--- config.mk ---
export PLATFORM = sky130hd
export DESIGN_NAME = mac_stream_driver_flat
export DESIGN_NICKNAME = d
export VERILOG_FILES = /design/src/rtl/mac_stream_driver_if.sv /design/src/rtl/mac_stream_driver.sv /design/src/flat_wrapper.sv
export SDC_FILE = /design/constraint.sdc
export NUM_CORES = 1
export LEC_CHECK = 0
export ABC_AREA = 1
export CAP_MARGIN = 0
export CORE_UTILIZATION = 53
export CTS_CLUSTER_SIZE = 40
export DETAILED_ROUTE_END_ITERATION = 8
export PLACE_DENSITY = 0.76
export SYNTH_ARGS = -nofsm -noshare
export SYNTH_HDL_FRONTEND = slang
export SYNTH_SLANG_ARGS = --single-unit
--- constraint.sdc ---
create_clock -name clk -period 2.4 [get_ports clk]
set_clock_uncertainty 0.05 [all_clocks]
set_input_delay 0.36 -clock clk [delete_from_list [all_inputs] [get_ports clk]]
set_output_delay 0.36 -clock clk [all_outputs]
set_load 0.01 [all_outputs]
--- src/rtl/mac_stream_driver_if.sv ---
// Host-side bundle for mac_stream_driver: operand push stream in, result stream out.
// The host drives the master modport; the driver implements the slave modport.
interface mac_stream_driver_if #(
   parameter int LEN_W = 8
);
   logic             op_valid;
   logic             op_ready;
   logic [7:0]       op_a;
   logic [7:0]       op_b;
   logic             op_last;
   logic             res_valid;
   logic             res_ready;
   logic [16:0]      res_data;
   logic             res_error;
   logic [LEN_W-1:0] res_count;

   modport master (
      output op_valid, op_a, op_b, op_last, res_ready,
      input  op_ready, res_valid, res_data, res_error, res_count
   );

   modport slave (
      input  op_valid, op_a, op_b, op_last, res_ready,
      output op_ready, res_valid, res_data, res_error, res_count
   );
endinterface

--- src/rtl/mac_stream_driver.sv ---
// Feeds buffered operand pairs into the TPU_functional MAC one vector at a time,
// then strobes out_HL and returns the captured dot-product and error flag.
module mac_stream_driver #(
   parameter int DEPTH  = 4,
   parameter int LEN_W  = 8,
   parameter int RD_LAT = 1
) (
   input  logic                 clk,
   input  logic                 reset,
   mac_stream_driver_if.slave   host,
   output logic                 busy,
   output logic                 mac_reset,
   output logic [7:0]           mac_in1,
   output logic [7:0]           mac_in2,
   output logic                 mac_out_hl,
   input  logic [16:0]          mac_out,
   input  logic                 mac_error
);
   localparam int AW = $clog2(DEPTH);
   localparam int WW = (RD_LAT > 1) ? $clog2(RD_LAT) : 1;
   localparam logic [LEN_W-1:0] CNT_MAX = '1;

   localparam logic [2:0] S_CLEAR  = 3'd0;
   localparam logic [2:0] S_FEED   = 3'd1;
   localparam logic [2:0] S_DRAIN  = 3'd2;
   localparam logic [2:0] S_READ   = 3'd3;
   localparam logic [2:0] S_WAIT   = 3'd4;
   localparam logic [2:0] S_RESULT = 3'd5;

   logic [2:0]       state;
   logic [16:0]      mem [DEPTH];
   logic [AW:0]      wr_ptr, rd_ptr;
   logic             empty, full, push, pop;
   logic [16:0]      head;
   logic [LEN_W-1:0] count;
   logic             sat;
   logic [WW-1:0]    wait_cnt;

   // Extra pointer bit distinguishes full from empty when the indices match.
   assign empty = (wr_ptr == rd_ptr);
   assign full  = (wr_ptr == {~rd_ptr[AW], rd_ptr[AW-1:0]});
   assign head  = mem[rd_ptr[AW-1:0]];

   assign host.op_ready  = reset && !full;
   assign push           = host.op_valid && host.op_ready;
   assign pop            = (state == S_FEED) && !empty;

   assign host.res_valid = (state == S_RESULT);
   assign mac_reset      = (state == S_CLEAR);
   assign mac_out_hl     = (state == S_READ);
   assign busy           = !((state == S_CLEAR) && empty);

   // NOTE: storage is not reset; the pointers alone define which entries are live.
   always_ff @(posedge clk) begin
      if (push) mem[wr_ptr[AW-1:0]] <= {host.op_a, host.op_b, host.op_last};
   end

   // NOTE: all state updates use <= so every branch sees the pre-edge values.
   always_ff @(posedge clk) begin
      if (!reset) begin
         state          <= S_CLEAR;
         wr_ptr         <= '0;
         rd_ptr         <= '0;
         count          <= '0;
         sat            <= 1'b0;
         wait_cnt       <= '0;
         mac_in1        <= '0;
         mac_in2        <= '0;
         host.res_data  <= '0;
         host.res_error <= 1'b0;
         host.res_count <= '0;
      end else begin
         if (push) wr_ptr <= wr_ptr + 1'b1;
         if (pop)  rd_ptr <= rd_ptr + 1'b1;
         mac_in1 <= '0;
         mac_in2 <= '0;
         case (state)
            S_CLEAR: begin
               count <= '0;
               sat   <= 1'b0;
               state <= S_FEED;
            end
            S_FEED: begin
               if (!empty) begin
                  mac_in1 <= head[16:9];
                  mac_in2 <= head[8:1];
                  if (count == CNT_MAX) sat   <= 1'b1;
                  else                  count <= count + 1'b1;
                  if (head[0]) state <= S_DRAIN;
               end
            end
            S_DRAIN: state <= S_READ;
            S_READ: begin
               wait_cnt <= WW'(RD_LAT - 1);
               state    <= S_WAIT;
            end
            S_WAIT: begin
               if (wait_cnt == '0) begin
                  host.res_data  <= mac_out;
                  host.res_error <= mac_error | sat;
                  host.res_count <= count;
                  state          <= S_RESULT;
               end else begin
                  wait_cnt <= wait_cnt - 1'b1;
               end
            end
            S_RESULT: if (host.res_ready) state <= S_CLEAR;
            default:  state <= S_CLEAR;
         endcase
      end
   end
endmodule
--- src/flat_wrapper.sv ---
// flat-port wrapper written by rule: the top's interface ports become plain ports
module mac_stream_driver_flat 
#(
   parameter int DEPTH  = 4,
   parameter int LEN_W  = 8,
   parameter int RD_LAT = 1
)
  (clk, reset, busy, mac_reset, mac_in1, mac_in2, mac_out_hl, mac_out, mac_error, host_op_valid, host_op_a, host_op_b, host_op_last, host_res_ready, host_op_ready, host_res_valid, host_res_data, host_res_error, host_res_count);
  mac_stream_driver_if #(.LEN_W(LEN_W)) host_i ();
  input  logic clk;
  input  logic reset;
  output logic busy;
  output logic mac_reset;
  output logic [7:0] mac_in1;
  output logic [7:0] mac_in2;
  output logic mac_out_hl;
  input  logic [16:0] mac_out;
  input  logic mac_error;
  input wire logic [$bits(host_i.op_valid)-1:0] host_op_valid;
  input wire logic [$bits(host_i.op_a)-1:0] host_op_a;
  input wire logic [$bits(host_i.op_b)-1:0] host_op_b;
  input wire logic [$bits(host_i.op_last)-1:0] host_op_last;
  input wire logic [$bits(host_i.res_ready)-1:0] host_res_ready;
  output wire logic [$bits(host_i.op_ready)-1:0] host_op_ready;
  output wire logic [$bits(host_i.res_valid)-1:0] host_res_valid;
  output wire logic [$bits(host_i.res_data)-1:0] host_res_data;
  output wire logic [$bits(host_i.res_error)-1:0] host_res_error;
  output wire logic [$bits(host_i.res_count)-1:0] host_res_count;
  assign host_i.op_valid = host_op_valid;
  assign host_i.op_a = host_op_a;
  assign host_i.op_b = host_op_b;
  assign host_i.op_last = host_op_last;
  assign host_i.res_ready = host_res_ready;
  assign host_op_ready = host_i.op_ready;
  assign host_res_valid = host_i.res_valid;
  assign host_res_data = host_i.res_data;
  assign host_res_error = host_i.res_error;
  assign host_res_count = host_i.res_count;
  mac_stream_driver #(.DEPTH(DEPTH), .LEN_W(LEN_W), .RD_LAT(RD_LAT)) u_core (.clk(clk), .reset(reset), .host(host_i), .busy(busy), .mac_reset(mac_reset), .mac_in1(mac_in1), .mac_in2(mac_in2), .mac_out_hl(mac_out_hl), .mac_out(mac_out), .mac_error(mac_error));
endmodule
# --- Word-level counts from Yosys, hierarchy flattened ---
# Memory sizes are Yosys's and may differ from the RTL's. A register that Yosys moved wholly into a read port is not among the register bits.
# Index checks and enable logic that the tools add are counted.
totals:
  reg_bits: 61
  memories: 1
  output_inout_bits: 47
  mem_bits_rw: 68
  elab_cells: 67
  inputBits: 39
memory_table:
  columns: ["name", "depth", "word_bits", "read_ports", "rd_clocked_by_memory_dff", "wr", "line_no", "rtl"]
  rows:
  - ["u_core.mem", 4, 17, 1, 1, 1, "mac_stream_driver.sv:31", "logic [16:0] mem [DEPTH];"]
classes:
  n_eq_ne: 14
  bitwise: 5
  mux: 17
  addsub: 4
  n_reduce_logical: 15
op_table:
  columns: ["operator", "n"]
  rows:
  - ["3-bit case mux with 6 select lines", 1]
  - ["8-bit 2-to-1 mux", 2]
  - ["8-bit case mux with 2 select lines", 1]
  - ["3-bit 2-to-1 mux", 4]
  - ["2-bit inequality test, second input constant", 5]
  - ["8-bit by 1-bit adder with 8-bit output, second input constant", 1]
  - ["8-bit equality test, second input constant", 1]
  - ["3-bit by 1-bit adder with 3-bit output, second input constant", 2]
  - ["3-bit by 2-bit equality test with 1-bit output, second input constant", 2]
  - ["3-bit equality test", 2]
  - ["3-bit equality test, second input constant", 2]
  - ["3-bit AND reduction", 2]
  - ["1-bit 2-to-1 mux", 5]
  - ["1-bit logical AND", 4]
  - ["2-bit 2-to-1 mux", 2]
  - ["1-bit NOT", 4]
  - ["1-bit case mux with 2 select lines", 2]
  - ["4-bit AND reduction", 1]
  - ["2-bit nonzero test", 2]
  - ["3-bit by 1-bit equality test with 1-bit output, second input constant", 1]
  - ["1-bit logical NOT", 3]
  - ["3-bit logical NOT", 1]
  - ["3-bit OR reduction", 1]
  - ["2-bit by 1-bit inequality test with 1-bit output, second input constant", 1]
  - ["3 further kinds", 3]

# --- Logic depth before layout (Yosys ltp) ---
# Gate-level depths: netlist (run 1).
logic_depth:
  word_depth: 7
  mapped_depth: 10
  depth_no_buf: 10

# --- Least setup slack after synthesis (run 1) ---
# Ideal clock, no wire load.
synth_timing:
  kind: "reg-to-reg"
  start: "register u_core.wr_ptr[0]"
  end: "memory u_core.mem[0][0] (enable)"
  t_required_ns: 1.959
  setup_ns: 0.391
  n_path_buf: 0
  stages_incl_launch_ff: 7
  period_less_slack_ns: 2.172
  t_arrival_ns: 1.731
  setup_slack_ns: 0.228
  cell_sequence: "dfxtp_1 > inv_1 > nand2_1 > nand2_1 > nand3_1 > nand3_1 > nor2_1"
synth_between:
  elab_chain_cells: 6
synth_rtl:
  columns: ["element", "line_no", "rtl"]
  rows:
  - ["start: declaration", "mac_stream_driver.sv:32", "logic [AW:0] wr_ptr, rd_ptr;"]
  - ["start signal: assignment", "mac_stream_driver.sv:73", "if (push) wr_ptr <= wr_ptr + 1'b1;"]
  - ["3-bit equality test", "mac_stream_driver.sv:41", "assign full = (wr_ptr == {~rd_ptr[AW], rd_ptr[AW-1:0]});"]
  - ["1-bit logical NOT", "mac_stream_driver.sv:44", "assign host.op_ready = reset && !full;"]
  - ["1-bit logical AND", "mac_stream_driver.sv:44", null]
  - ["1-bit logical AND", "mac_stream_driver.sv:45", "assign push = host.op_valid && host.op_ready;"]
  - ["1-bit 2-to-1 mux", "mac_stream_driver.sv:55", "if (push) mem[wr_ptr[AW-1:0]] <= {host.op_a, host.op_b, host.op_last};"]
  - ["1-bit 2-to-1 mux (not written as such)", "mac_stream_driver.sv:55", null]
  - ["end: declaration", "mac_stream_driver.sv:31", null]
# Parallel ways exist; a longest one is shown, timed or not.

# --- Final worst setup path (run 1) ---
layout_timing:
  start: "register u_core.state[0]"
  end: "output port mac_out_hl"
layout_between:
  elab_chain_cells: 1
layout_rtl:
  columns: ["element", "line_no", "rtl"]
  rows:
  - ["start: declaration", "mac_stream_driver.sv:30", "logic [2:0] state;"]
  - ["start signal: assignment", "mac_stream_driver.sv:61", "state <= S_CLEAR;"]
  - ["start signal: assignment", "mac_stream_driver.sv:81", "state <= S_FEED;"]
  - ["start signal: assignment", "mac_stream_driver.sv:89", "if (head[0]) state <= S_DRAIN;"]
  - ["3-bit by 2-bit equality test with 1-bit output", "mac_stream_driver.sv:50", "assign mac_out_hl = (state == S_READ);"]
  - ["end: declaration", "flat_wrapper.sv:16", "output logic mac_out_hl;"]
# No other way between the ends.

==> summary.md, run 1 <==
| Metric | Value |
|---|---|
| Status | finished, final reports clean |
| Row cnt | 35 |
| Initial Utilization | a little over half |
| Area of the core | just over 0.009 mm² |
| Max Slew Vio Count | 0 |
| DRT Pass-1 Iters | 4 |
| Top cell family by delay on the critical path | buffers and inverters |
| Worst reg-to-reg path cell count | 5 |
| Port Buf Inserts | 85 |
| Num CTS Buffers | 17 |
| Starting DRC count in detailed routing | a little under 200 |
| Hold Crit Class | in2reg |
| Vias/cell | between 5 and 6 |
| GPL Wtd Cong | around 0.83 |
| GRT Total Usage | a little under a quarter |
| Share of post-route cells with drive strength above 1 | between 10% and 20% |
| Sequential share of the synthesized area | ~65% |
| Setup-failing EPs final | 0 |
| Cells along the critical path | nand2_1 > nor2_1 > clkdlybuf4s50_1 |
| WL per Instance | between 10 and 15 µm |
| Yosys warnings | 0 |
| Maximum VDD drop | 686.1 µV |
| Worst Slack Setup Final | around 0.18 ns |
| Worst-skew pair later-pin latency | around 0.51 ns |
| Hold endpoint | u_core.host.res_data[13] |
| Synthesis-to-finish area growth | 32.70% |
| Crit end category | output pin |
| Worst hold slack | 0.4159 ns |
| Worst Path Arrival | ~1.8 ns |
| Final Power | ~6.3 mW |
| First-pass GRT wire length | roughly 18,000 µm |
| Clock Path Buffers | 2 |
| Nets | 650 |
| Tmin final | between 2 and 2.5 ns |
| Max_cap viols | 0 |
| Vias in the first global route | 3,756 |
| Area of the mapped netlist | 0.005081 mm² |
| Actual slew at the worst max-slew pin | about 0.54 ns |
| Leak | between 2 and 3 nW |
| Post-Synthesis Cells | between 500 and 600 |
| Slew HR | 64.08% |
| Kind of critical path | reg2out |
| Avg Cell Area, Syn | ~10 µm² |
| Final wirelength | ~11,000 µm |
| Diodes inserted | 0 |
| Die W | around 100 µm |
| Synth Net Count | 554 |
| Synth cell types | 29 |
| Worst EP required | 1.99 ns |
| Initial antenna violation count | 0 |
| Reg2reg end | u_core.state[1] |
| RSZ-0062 raised after global routing | no |
| Post-cts resize count | 6 |
| Fin. Hold Viols | 0 |
| Max Freq | 449.6 MHz |
| Final core occ | 72.63% |
| Via count | about 3,800 |
| Setup tns final | 0 ns |
| Hold path cells | 3 |
| Final HPWL DP | 7157 µm |
| Type of element launching the critical path | flip-flop |
| Worst-path clk slew | 0.06 ns |
| HP Start | mac_out[13] |
| Seq cells post-synth | between 100 and 150 |
| Clock Root Buffer | clkbuf_8 |
| PwrDens | between 900 and 1000 mW/mm² |
| Post-CTS Setup Repair Bufs | 0 |
| Period utilization | approximately 93% |
| Clock Sinks | 130 |
| Crit-path slowest cell | clkdlybuf4s50_1 |
| Critical path's largest stage delay | 0.58 ns |
| CTS tree | built |
| Die height | about 100 µm |
| Routed Antenna Nets | 0 |
| Worst Path Max Fanout | 5 |
| GRT Residual Overflow | 0 |
| R2R Setup Slk | around 0.54 ns |
| DRC | 0 |
| Htree depth | 4 |
| Die area | 0.009983 mm² |
| Placement Setup Slack | approximately 0.43 ns |
| Ports | 86 |
| Buffers & Inverters on Critical Path | 1 |
| Largest net degree at the start of global routing | 35 |
| Post-CTS Hold Buffers | 0 |
[sequential cells by signal, summed over array words and instances, names as in the netlist, 3 cells and up, named ones only]
signal and count:
u_core.rd_ptr 3, u_core.mac_in1 8, u_core.host.res_data 17, u_core.mac_in2 8, u_core.state 3, u_core.count 8
u_core.mem 68, u_core.wr_ptr 3, u_core.host.res_count 8
[routing by layer]
| layer | GRT usage [%] | up-vias | part of all wire (%) |
|---|---|---|---|
| li1 | - | 1903 | - |
| met1 | 28.39 | 1803 | 41 |
| met2 | 40.11 | 117 | 51 |
| met3 | 8.078 | 8 | 7.2 |
| met4 | 9.502 | 0 | 0.69 |
| met5 | 0 | - | 0 |
[worst register-to-register path, delay by kind of cell, from the launching register on]
family / cells / cell delay (ns)
and+or+nand+nor: 3 / 0.31
AOI/OAI and AO/OA: 1 / 0.36
DFF: 1 / 0.66
buffers and inverters: 1 / 0.37
[logic make-up (layout without fill, tap and decap cells)]
| logic type | count (synthesis) | count (layout) | synth area share [%] |
|---|---|---|---|
| flops | 130 | 130 | 64.61 |
| compound gates | 101 | 101 | 10.74 |
| xor+xnor | 3 | 3 | 0.6650 |
| fa+ha+maj | 6 | 6 | 1.477 |
| buf+inv | 54 | 163 | 4.358 |
| simple gates | 215 | 215 | 18.15 |
[synthesized netlist by cell type (all sizes together)]
master  number  area share, %
edfxtp      68             40
xor2         2           0.34
nand2       49            4.1
inv         33            2.4
nand3       18            2.0
o21bai       1           0.15
xnor2        1           0.32
o21ai       67            6.6
a21oi       33            4.0
clkinv       1          0.074
dfxtp       62             24
nor3         3           0.30
nor2       140             11
ha           6            1.5
clkbuf       9           0.66
buf         11            1.2
nand4        5           0.91
[placed cells by master (no fill, tap or decap)]
cell type	count
nor2_1	137
clkdlybuf4s50_1	82
edfxtp_1	68
o21ai_0	65
dfxtp_1	58
nand2_1	43
inv_1	29
a21oi_1	23
clkbuf_16	16
nand3_1	15
buf_4	12
a21oi_2	10
ha_1	6
inv_2	4
nand4_1	4
inv_6	4
dfxtp_2	4
nand2_2	3
nand3_2	3
nand2_4	3
nor3_1	3
bufinv_16	3
inv_8	3
dlymetal6s2s_1	3
xor2_1	2
o21ai_1	2
clkbuf_8	2
clkinvlp_4	2
clkinv_4	2
xnor2_4	1
clkinv_1	1
nor2_4	1
nor2_2	1
nor2_8	1
nand4_4	1
o21bai_1	1
[worst max path at each step]
stage	startpoint	end	slack [ns]	cells past startpoint
detailed placement	reset	host_op_ready	0.43	4
global placement	reset	host_op_ready	0.44	4
finish	u_core.state[0]	mac_out_hl	0.18	3
floorplan	u_core.wr_ptr[0]	u_core.mem[0][0]	0.23	6
global route	u_core.state[0]	mac_out_hl	0.11	3
CTS	u_core.state[0]	busy	0.006	5
[stage by stage]
step                      instance area (µm²)  cells
after floorplan                          5081    509
after global placement                   6090    715
after detailed placement                 6090    715
after CTS                                6733    747
after global routing                     6743    747
final                                    6743    747
[cell type report]
type / count / area [µm²]
Inverter: 34 / 127.6
Fill cell: 633 / 2541
Tap cell: 129 / 161.4
Clock buffer: 18 / 427.9
Multi-Input combinational cell: 325 / 1598
Sequential cell: 130 / 3288
Timing Repair Buffer: 97 / 948.4
Clock inverter: 14 / 191.4
[report_power, final]
part,total [mW],switching [mW],internal [mW],leakage [nW]
Combinational,1.07,0.643,0.424,1.11
Sequential,2.56,0.0912,2.47,1.12
Clock,2.68,1.03,1.65,0.299
Power figures use the tool's default switching activity.
==> inputs of run 2 (changes only) <==
--- a/config.mk
+++ b/config.mk
@@ -6,7 +6,9 @@
 export NUM_CORES = 1
 export LEC_CHECK = 0
 export ABC_AREA = 1
+export ABC_CLOCK_PERIOD_IN_PS = 2400
 export CAP_MARGIN = 0
+export CORE_MARGIN = 2
 export CORE_UTILIZATION = 53
 export CTS_CLUSTER_SIZE = 40
 export DETAILED_ROUTE_END_ITERATION = 8
==> run 2 against run 1 <==
  * Critical path depth is 1 higher
  * Final cell count shrank 0.13%
  * Fmax is 3.2% lower
  * Flip-flop and latch count unchanged
  * Sequential share of layout area is 0.20 points lower
  * Clock power about the same
  * Count of clock-buffer cells in the layout did not move
  * Power rose by 0.26%
  * Non-clock buffer count is 1 lower
  * Die area rose by 4.0%
==> summary.md, run 2 (same netlist as run 1, synthesis figures left out) <==
| Metric | Value |
|---|---|
| Die area | 0.01039 mm² |
| Final wirelength | about 11,000 µm |
| DP Cell Count | around 710 |
| Combinational power share | 17.1% |
| Nets | roughly 650 |
| Switching part of the total | a little over a quarter |
| First-pass GRT wire length | between 15,000 and 20,000 µm |
| Status | finished, final reports clean |
| RSZ-0062 raised after global routing | no |
| Clock Root Buffer | clkbuf_8 |
| Htree depth | 4 |
| Row cnt | 35 |
| GRT Total Usage | between 20% and 30% |
| Most frequent cells in the layout | nor2_1 (137), clkdlybuf4s50_1 (83), edfxtp_1 (68) |
| Tmin final | 2.297 ns |
| PwrDens | approximately 930 mW/mm² |
| Num CTS Buffers | 17 |
| Setup-failing EPs final | 0 |
| Final Power | around 6.3 mW |
| Initial antenna violation count | 0 |
| Type of element launching the critical path | flip-flop |
| Starting DRC count in detailed routing | around 210 |
| Post-CTS Setup Repair Bufs | 0 |
| Vias in the first global route | approximately 3,800 |
| Post-route insts no fill | 746 |
| Share of post-route cells with drive strength above 1 | a little under an eighth |
| Vias/cell | just over 5 |
| Register share of total power | 40.5% |
| Fin. Hold Viols | 0 |
| Max Slew Vio Count | 0 |
| Initial Utilization | 54.73% |
| Layout fillers | ~700 |
| Routed Antenna Nets | 0 |
| Top cell family by delay on the critical path | buffers and inverters |
| Buffers & Inverters on Critical Path | 2 |
| Leak | 2.529 nW |
| Via count | 3,813 |
| Crit end category | output pin |
| Psw | ~1.7 mW |
| Setup tns final | 0 ns |
| Kind of critical path | reg2out |
| Diodes inserted | 0 |
| GPL Wtd Cong | a little over 0.8 |
| WL per Instance | approximately 15 µm |
| Die W | about 100 µm |
| Int Pwr | 4.613 mW |
| Cells along the critical path | nor2_1 > nand2_1 > inv_1 > clkdlybuf4s50_1 |
| Actual slew at the worst max-slew pin | 0.5198 ns |
| Worst Path Max Fanout | 5 |
| Worst EP required | 1.99 ns |
| Hold Crit Class | in2reg |
| Synthesis-to-finish area growth | 33.19% |
| Crit-path slowest cell | clkdlybuf4s50_1 |
| Period utilization | 95.69% |
| Final HPWL DP | roughly 7200 µm |
| Worst Path Arrival | 1.89 ns |
| Ports | 86 |
| Clock Sinks | 130 |
| Commonest non-fill, non-tap cell in the layout | nor2_1 |
| Clock Path Buffers | 2 |
| GRT Residual Overflow | 0 |
| Max reg flops | ~70 |
| Worst hold slack | about 0.42 ns |
| Slew HR | between 60% and 70% |
| Worst-path clk slew | 0.06 ns |
| CTS tree | built |
| Worst-skew pair later-pin latency | ~0.51 ns |
| DRC | 0 |
| Post-CTS Hold Buffers | 0 |
| Max Freq | 435.4 MHz |
| Largest net degree at the start of global routing | 35 |
| Area of the core | slightly above 0.009 mm² |
| Port Buf Inserts | between 80 and 90 |
| Clock network power share | approximately 42% |
| Max_cap viols | 0 |
| DRT Pass-1 Iters | 4 |
| Maximum VDD drop | 643.9 µV |
| Critical path's largest stage delay | 0.59 ns |
| Die height | between 100 and 150 µm |
==> run 2: changes by cell type in the layout (fill, tap and decap cells not counted), moves of 2 or more <==
| cell | change |
|---|---|
| buf_12 | +3 |
| clkinv_2 | +2 |
| buf_4 | -4 |
| clkinv_4 | +2 |
| clkinvlp_4 | -2 |
| inv_8 | -3 |
==> run 2: final timing paths <==
kind	startpoint	end	slack [ns]	depth (start not counted)
min reg2reg	u_core.sat	u_core.sat	0.42	2
max	u_core.state[0]	mac_reset	0.10	4
min	mac_out[11]	u_core.host.res_data[11]	0.42	3
max reg2reg	u_core.wr_ptr[0]	u_core.mem[0][1]	0.54	7
==> run 2: power groups by stage <==
stage,combinational [mW],sequential [mW],clock (mW)
6_report,1.08,2.56,2.68
5_1_grt,1.19,2.58,2.81
4_1_cts,1.08,2.56,2.70
3_5_place_dp,1.07,2.60,0
3_3_place_gp,1.04,2.59,0
2_1_floorplan,0.645,2.60,0
==> run 2: layout make-up <==
| class | count | area (µm²) | area share, % |
|---|---|---|---|
| flip-flops and latches | 130 | 3287 | 48.57 |
| multi-input cells | 325 | 1598 | 23.61 |
| repair buffers | 96 | 975.9 | 14.42 |
| clock buffers | 18 | 417.9 | 6.175 |
| clock inverters | 14 | 200.2 | 2.958 |
| well taps | 129 | 161.4 | 2.385 |
| inverters | 34 | 127.6 | 1.886 |
==> run 2: per-layer routing <==
metal | GRT usage, % | wire length (µm) | vias up | share of wire [%]
met1 | 25.72 | 4561 | 1793 | 42
met4 | 5.641 | 68 | 0 | 0.62
met5 | 0 | 0 | - | 0
met3 | 8.140 | 747 | 10 | 6.8
met2 | 39.02 | 5596 | 120 | 51
li1 | - | - | 1890 | -
==> run 2: stage by stage <==
stage | worst slack [ns] | area (µm²) | utilization (%)
3_3_place_gp | 0.4403 | 6120 | 65.92
3_5_place_dp | 0.4107 | 6120 | 65.92
2_1_floorplan | 0.2280 | 5081 | -
4_1_cts | 0.007333 | 6761 | 72.83
5_1_grt | 0.01298 | 6768 | 72.90
6_report | 0.1035 | 6768 | 72.90
==> run 2: timing repair <==
item,4_1_cts,5_1_grt
endpoints found under the setup margin,2,2
resized for setup,6,3
pin swaps,1,0
==> run 2: worst min-delay path, cell delays in order <==
cell and delay (ns):
clkdlybuf4s50_1 0.39, o21ai_0 0.15, nor2_1 0.04
==> inputs of run 3 (changes only) <==
--- a/config.mk
+++ b/config.mk
@@ -7,8 +7,6 @@
 export LEC_CHECK = 0
 export ABC_AREA = 1
 export ABC_CLOCK_PERIOD_IN_PS = 2400
-export CAP_MARGIN = 0
-export CORE_MARGIN = 2
 export CORE_UTILIZATION = 53
 export CTS_CLUSTER_SIZE = 40
 export DETAILED_ROUTE_END_ITERATION = 8
==> results of run 3 <==
Final layout, timing and power as in run 1 (identical DEF).
